## config.mk

```make
export PLATFORM = sky130hd
export DESIGN_NAME = mips_seq_ctrl_flat
export DESIGN_NICKNAME = d
export VERILOG_FILES = /design/src/rtl/mips_seq_ctrl_if.sv /design/src/rtl/mips_seq_ctrl.sv /design/src/flat_wrapper.sv
export SDC_FILE = /design/constraint.sdc
export NUM_CORES = 1
export LEC_CHECK = 0
export CORE_UTILIZATION = 44
export DETAILED_ROUTE_END_ITERATION = 10
export HOLD_SLACK_MARGIN = 0.06
export PLACE_DENSITY = 0.85
export SKIP_CTS_REPAIR_TIMING = 1
export SLEW_MARGIN = 10
export SYNTH_ARGS = -nofsm -noshare
export SYNTH_HDL_FRONTEND = slang
export SYNTH_SLANG_ARGS = --single-unit
```

## constraint.sdc

```tcl
create_clock -name clk -period 2 [get_ports clk]
set_input_delay 0.3 -clock clk [delete_from_list [all_inputs] [get_ports clk]]
set_output_delay 0.3 -clock clk [all_outputs]
set_load 0.05 [all_outputs]
```

## src/rtl/mips_seq_ctrl_if.sv

```systemverilog
// Control inputs and strobe/status outputs of the MIPS multi-cycle sequencer.
// No valid/ready handshake: start is a level sampled only in IDLE, opcode only in DECODE.
interface mips_seq_ctrl_if;
    logic        start;
    logic [5:0]  opcode;
    logic        beq_eq;
    logic        ic_read;
    logic        ir_ld;
    logic        pc_incr;
    logic        pc_ld;
    logic        rf_read;
    logic        rf_write;
    logic        dc_read;
    logic        dc_write;
    logic        wb_sel;
    logic [3:0]  state;
    logic [15:0] retired;
    logic        halted;
    logic        illegal;

    modport slave (
        input  start, opcode, beq_eq,
        output ic_read, ir_ld, pc_incr, pc_ld, rf_read, rf_write,
               dc_read, dc_write, wb_sel, state, retired, halted, illegal
    );

    modport master (
        output start, opcode, beq_eq,
        input  ic_read, ir_ld, pc_incr, pc_ld, rf_read, rf_write,
               dc_read, dc_write, wb_sel, state, retired, halted, illegal
    );
endinterface

```

## src/rtl/mips_seq_ctrl.sv

```systemverilog
// Multi-cycle MIPS control sequencer: fetch/decode/execute FSM with registered
// Moore strobes, a retired-instruction counter and a sticky illegal-opcode flag.
module mips_seq_ctrl #(
    parameter logic [5:0] LW_OP   = 6'd5,
    parameter logic [5:0] SW_OP   = 6'd6,
    parameter logic [5:0] BEQ_OP  = 6'd8,
    parameter logic [5:0] HALT_OP = 6'd63
) (
    input  logic           clk,
    input  logic           reset,
    mips_seq_ctrl_if.slave bus
);
    localparam logic [3:0] S_IDLE   = 4'd0;
    localparam logic [3:0] S_FETCH  = 4'd1;
    localparam logic [3:0] S_IRLD   = 4'd2;
    localparam logic [3:0] S_DECODE = 4'd3;
    localparam logic [3:0] S_EXEC   = 4'd4;
    localparam logic [3:0] S_MEM    = 4'd5;
    localparam logic [3:0] S_WB     = 4'd6;
    localparam logic [3:0] S_BRANCH = 4'd7;
    localparam logic [3:0] S_HALT   = 4'd8;

    logic [3:0]  state_q, state_d;
    logic [5:0]  op_q, op_d;
    logic [15:0] retired_q, retired_d;
    logic        illegal_q, illegal_d;
    logic        op_is_alu;

    logic ic_read_q, irld_q, pc_ld_q, rf_read_q, rf_write_q;
    logic dc_read_q, dc_write_q, wb_sel_q, halted_q;
    logic ic_read_d, irld_d, pc_ld_d, rf_read_d, rf_write_d;
    logic dc_read_d, dc_write_d, wb_sel_d, halted_d;

    assign op_is_alu = (op_q == 6'd1) || (op_q == 6'd2) || (op_q == 6'd3) ||
                       (op_q == 6'd4) || (op_q == 6'd7);

    always_comb begin
        state_d   = state_q;
        op_d      = op_q;
        retired_d = retired_q;
        illegal_d = illegal_q;
        case (state_q)
            S_IDLE:   if (bus.start) state_d = S_FETCH;
            S_FETCH:  state_d = S_IRLD;
            S_IRLD:   state_d = S_DECODE;
            S_DECODE: begin
                op_d    = bus.opcode;
                state_d = S_EXEC;
            end
            S_EXEC: begin
                if (op_q == LW_OP || op_q == SW_OP) begin
                    state_d = S_MEM;
                end else if (op_q == BEQ_OP) begin
                    state_d = S_BRANCH;
                end else if (op_q == HALT_OP) begin
                    state_d = S_HALT;
                end else if (op_is_alu) begin
                    state_d = S_WB;
                end else begin
                    illegal_d = 1'b1;
                    state_d   = S_HALT;
                end
            end
            S_MEM: begin
                // A store completes here; a load still has its register write-back.
                if (op_q == SW_OP) begin
                    state_d   = S_FETCH;
                    retired_d = retired_q + 16'd1;
                end else begin
                    state_d = S_WB;
                end
            end
            S_WB, S_BRANCH: begin
                state_d   = S_FETCH;
                retired_d = retired_q + 16'd1;
            end
            S_HALT:   state_d = S_HALT;
            default:  state_d = S_IDLE;
        endcase
    end

    // Strobes are decoded from the next state and registered, so each output
    // comes straight off a flop and is aligned with the state it belongs to.
    always_comb begin
        ic_read_d  = (state_d == S_FETCH);
        irld_d     = (state_d == S_IRLD);
        rf_read_d  = (state_d == S_DECODE);
        pc_ld_d    = (state_d == S_BRANCH) && bus.beq_eq;
        dc_read_d  = (state_d == S_MEM) && (op_d == LW_OP);
        dc_write_d = (state_d == S_MEM) && (op_d == SW_OP);
        rf_write_d = (state_d == S_WB);
        wb_sel_d   = (state_d == S_WB) && (op_d == LW_OP);
        halted_d   = (state_d == S_HALT);
    end

    always_ff @(posedge clk or posedge reset) begin
        if (reset) begin
            state_q    <= S_IDLE;
            op_q       <= 6'd0;
            retired_q  <= 16'd0;
            illegal_q  <= 1'b0;
            ic_read_q  <= 1'b0;
            irld_q     <= 1'b0;
            pc_ld_q    <= 1'b0;
            rf_read_q  <= 1'b0;
            rf_write_q <= 1'b0;
            dc_read_q  <= 1'b0;
            dc_write_q <= 1'b0;
            wb_sel_q   <= 1'b0;
            halted_q   <= 1'b0;
        end else begin
            state_q    <= state_d;
            op_q       <= op_d;
            retired_q  <= retired_d;
            illegal_q  <= illegal_d;
            ic_read_q  <= ic_read_d;
            irld_q     <= irld_d;
            pc_ld_q    <= pc_ld_d;
            rf_read_q  <= rf_read_d;
            rf_write_q <= rf_write_d;
            dc_read_q  <= dc_read_d;
            dc_write_q <= dc_write_d;
            wb_sel_q   <= wb_sel_d;
            halted_q   <= halted_d;
        end
    end

    assign bus.ic_read  = ic_read_q;
    assign bus.ir_ld    = irld_q;
    assign bus.pc_incr  = irld_q;
    assign bus.pc_ld    = pc_ld_q;
    assign bus.rf_read  = rf_read_q;
    assign bus.rf_write = rf_write_q;
    assign bus.dc_read  = dc_read_q;
    assign bus.dc_write = dc_write_q;
    assign bus.wb_sel   = wb_sel_q;
    assign bus.state    = state_q;
    assign bus.retired  = retired_q;
    assign bus.halted   = halted_q;
    assign bus.illegal  = illegal_q;
endmodule

```

## src/flat_wrapper.sv

```systemverilog
// flat-port wrapper written by rule: the top's interface ports become plain ports
module mips_seq_ctrl_flat 
#(
    parameter logic [5:0] LW_OP   = 6'd5,
    parameter logic [5:0] SW_OP   = 6'd6,
    parameter logic [5:0] BEQ_OP  = 6'd8,
    parameter logic [5:0] HALT_OP = 6'd63
)
  (clk, reset, bus_start, bus_opcode, bus_beq_eq, bus_ic_read, bus_ir_ld, bus_pc_incr, bus_pc_ld, bus_rf_read, bus_rf_write, bus_dc_read, bus_dc_write, bus_wb_sel, bus_state, bus_retired, bus_halted, bus_illegal);
  mips_seq_ctrl_if bus_i ();
  input  logic clk;
  input  logic reset;
  input wire logic [$bits(bus_i.start)-1:0] bus_start;
  input wire logic [$bits(bus_i.opcode)-1:0] bus_opcode;
  input wire logic [$bits(bus_i.beq_eq)-1:0] bus_beq_eq;
  output wire logic [$bits(bus_i.ic_read)-1:0] bus_ic_read;
  output wire logic [$bits(bus_i.ir_ld)-1:0] bus_ir_ld;
  output wire logic [$bits(bus_i.pc_incr)-1:0] bus_pc_incr;
  output wire logic [$bits(bus_i.pc_ld)-1:0] bus_pc_ld;
  output wire logic [$bits(bus_i.rf_read)-1:0] bus_rf_read;
  output wire logic [$bits(bus_i.rf_write)-1:0] bus_rf_write;
  output wire logic [$bits(bus_i.dc_read)-1:0] bus_dc_read;
  output wire logic [$bits(bus_i.dc_write)-1:0] bus_dc_write;
  output wire logic [$bits(bus_i.wb_sel)-1:0] bus_wb_sel;
  output wire logic [$bits(bus_i.state)-1:0] bus_state;
  output wire logic [$bits(bus_i.retired)-1:0] bus_retired;
  output wire logic [$bits(bus_i.halted)-1:0] bus_halted;
  output wire logic [$bits(bus_i.illegal)-1:0] bus_illegal;
  assign bus_i.start = bus_start;
  assign bus_i.opcode = bus_opcode;
  assign bus_i.beq_eq = bus_beq_eq;
  assign bus_ic_read = bus_i.ic_read;
  assign bus_ir_ld = bus_i.ir_ld;
  assign bus_pc_incr = bus_i.pc_incr;
  assign bus_pc_ld = bus_i.pc_ld;
  assign bus_rf_read = bus_i.rf_read;
  assign bus_rf_write = bus_i.rf_write;
  assign bus_dc_read = bus_i.dc_read;
  assign bus_dc_write = bus_i.dc_write;
  assign bus_wb_sel = bus_i.wb_sel;
  assign bus_state = bus_i.state;
  assign bus_retired = bus_i.retired;
  assign bus_halted = bus_i.halted;
  assign bus_illegal = bus_i.illegal;
  mips_seq_ctrl #(.LW_OP(LW_OP), .SW_OP(SW_OP), .BEQ_OP(BEQ_OP), .HALT_OP(HALT_OP)) u_core (.clk(clk), .reset(reset), .bus(bus_i));
endmodule
```

==> impl_metrics.ini, run 1 <==
[outcome]
status = finished, final reports clean

[grt]
grt_util_all_layers_pct = 18.9
grt_pass1_vias = 1309
grt_pass1_wl_um = 6040
overflow = 0
antenna_found_initial = 0
grt_max_degree = 37

[clock_network]
cts_buffers = 5
cts_tree = done
cts_htree_levels = 2
clk_latency_ns = 0.29
clk_pin_slew_ns = 0.07
clock_path_buffers = 2
cts-root-buf = clkbuf_8
clock-sinks = 36

[floorplanning]
die_y_um = 64.8
die_w_um = 64.8
io_pins = 41
fp.dieArea_sq_um = 4190
fp-row-count = 22
core_area_sq_um = 3720
initial_utilization_pct = 46.6

[power_and_ir_drop]
seqPwrFrac_pct = 35.2
pwr-share-comb_pct = 49.4
peakVddDrop_mv = 0.759
swShare_pct = 43.7
power_density_nw_per_um2 = 1390
p_int_w = 0.00181
p_sw_w = 0.00140
pwr-share-clk_pct = 15.4
p_leak_nw = 1.03

[setup_path]
worst-endpoint-required_ns = 2.18
r2r_setup_slack_ns = 0.08
r2r-end = u_core.bus.pc_ld
crit_path_max_fanout = 5
cpMaxStageDelayCell = or4_4
crit_start = u_core.op_q[3]
critPathLaunchType = flop
worst-endpoint-arrival_ns = 2.10
crit_path_end = u_core.bus.pc_ld
worstPathCellList = or4_4 > and3_4 > a311oi_2 > and4b_4 > and3_1
crit_type = reg2reg
reg2reg_depth = 5
endpoint_kind = flop
crit_path_max_incr_delay_ns = 0.50
reg2reg_from = u_core.op_q[3]

[layout]
drive_gt1_share_pct = 17.0
multi_input_area_sq_um = 779
syn_to_final_growth_pct = 33.8
n_antenna_cell = 0
final_nets = 216
layout_common_cells = clkdlybuf4s50_1, dfrtp_1, nor2_1
final_cell_count_no_fill = 254
final_common_cell = clkdlybuf4s50_1
regArea_sq_um = 903
n_fill_cell = 323

[logic_synthesis]
ys_seq_area_share_pct = 52.0
synth_xor_area_share_pct = 7.58
ys_warn_count = 0
avgSynthCellArea_sq_um = 11.1
synth_top_family_by_area = simple AND/OR/NAND/NOR gates
async_flop_share_pct = 100
synth_compound_area_share_pct = 8.16
synthFlopType = dfrtp_1
ys_ff_latch = 36
synthSimpleGateAreaFrac_pct = 24.3
syn_area_sq_um = 1730
syn_inst = 156
yosys.area_share.adder_pct = 0.722
syn_nets = 167
synth_edf_count = 0
synth.distinct_cells = 43
synthMuxAreaShare_pct = 3.90

[drt]
firstDrtPassIters = 4
ant_nets = 0
dr.first_iter.drc_count = 99
viasPerCell = 5.32
avgRoutedWirePerCell_um = 13.6
drc = 0
wl_um = 3470
vias = 1351

[sta]
tightest_slew_ns = 0.503
final.period_utilization_pct = 96.0
finClkSkew_ns = 0.00826
min_period_ns = 1.92
setup_slack_ns = 0.0800
setup_tns_ns = 0
max_freq_mhz = 521
maxSlewHeadroom_pct = 66.0
finalMaxSlewViolations = 0
hold_viol_final = 0
rsz0062_at_grt = false
setup_violations = 0

[hold_path]
hold_path.class = in2async

[placed_design]
dp_cells = 246
pre_cts_ws_ns = 0.0809
port_buffers = 40
place_congestion = 0.810
hpwl_um = 2460

[run]
drv_cap = 0
==> cells by family (layout without fill, tap and decap cells) <==
logic type               after synthesis  count (layout)
multiplexers                           6               6
flip-flops                            36              36
XOR/XNOR                              15              15
buffers and inverters                 12              62
AO/OA/AOI/OAI                         19              19
adder cells (fa/ha/maj)                1               1
AND/OR/NAND/NOR                       67              67
==> through the flow <==
stage	utilization (%)	instance area (sq um)	total power [W]	hold slack, ns
2_1_floorplan	-	1740	0.00224	0.417
3_3_place_gp	60.0	2230	0.00268	0.461
4_1_cts	62.2	2310	0.00321	0.436
6_report	62.4	2320	0.00321	0.420
5_1_grt	62.4	2320	0.00340	0.466
3_5_place_dp	60.0	2230	0.00271	0.473
==> per-layer routing <==
| layer | track usage [%] | wire (um) | vias up |
|---|---|---|---|
| li1 | - | - | 650 |
| met1 | 25.6 | 1630 | 663 |
| met2 | 28.6 | 1630 | 30 |
| met3 | 3.52 | 132 | 8 |
| met4 | 9.44 | 70 | 0 |
| met5 | 0 | 0 | - |
==> Yosys cell counts (2+ instances only) <==
cell type	n	area (sq um)
nor3_1	3	15.0
buf_2	2	10.0
o21ai_0	4	20.0
xnor2_1	9	78.8
and3_1	6	37.5
nor4bb_1	3	30.0
mux2_2	6	67.6
dfrtp_1	36	901
nand3_1	5	25.0
nand2_1	11	41.3
and4_1	3	26.3
nor2b_1	3	18.8
nand2b_1	3	18.8
xor2_1	6	52.6
nor4b_1	3	26.3
a41oi_1	2	17.5
inv_1	3	11.3
clkbuf_1	5	18.8
nand4_1	4	25.0
a31oi_1	2	12.5
nor2_1	13	48.8
a21oi_1	3	15.0
==> worst min path at each step <==
stage | start | end | slack (ns) | depth (start not counted)
floorplan | bus_opcode[3] | u_core.op_q[3] | 0.42 | 2
global placement | u_core.bus.retired[15] | u_core.bus.retired[15] | 0.46 | 1
detailed placement | u_core.bus.illegal | u_core.bus.illegal | 0.47 | 1
CTS | reset | u_core.bus.state[3] | 0.44 | 3
global route | reset | u_core.bus.halted | 0.47 | 3
finish | reset | u_core.bus.state[2] | 0.42 | 3
==> power groups by stage <==
stage / combinational [W] / sequential, W / clock (W)
global placement: 0.00155 / 0.00113 / 0
floorplan: 0.000790 / 0.00145 / 0
detailed placement: 0.00158 / 0.00114 / 0
finish: 0.00159 / 0.00113 / 0.000493
global route: 0.00170 / 0.00116 / 0.000543
CTS: 0.00158 / 0.00112 / 0.000503
==> critical path: cells and delay by family (launching register included) <==
kind	cells	cell delay (ns)
compound gates	1	0.28
flops	1	0.44
simple gates	4	1.10
==> sequential cells by signal, indices dropped and copies added, names as in the netlist <==
name                 flops
u_core.bus.dc_read       1
u_core.bus.dc_write      1
u_core.bus.halted        1
u_core.bus.ic_read       1
u_core.bus.illegal       1
u_core.bus.ir_ld         1
u_core.bus.pc_ld         1
u_core.bus.retired      16
u_core.bus.rf_read       1
u_core.bus.rf_write      1
u_core.bus.state         4
u_core.bus.wb_sel        1
u_core.op_q              6
==> cell type report <==
class,count,area share [%]
well taps,48,2.59
multi-input cells,108,33.6
inverters,3,0.486
repair buffers,51,20.8
flip-flops and latches,36,39.0
clock buffers,7,3.29
clock inverters,1,0.216
No activity file was read; power rests on OpenSTA's default activity.
==> run 2, diff against run 1 <==
HOLD_SLACK_MARGIN = default   (was 0.06)
==> results of run 2 <==
No change in the layout: final DEF, timing and power equal those of run 1.
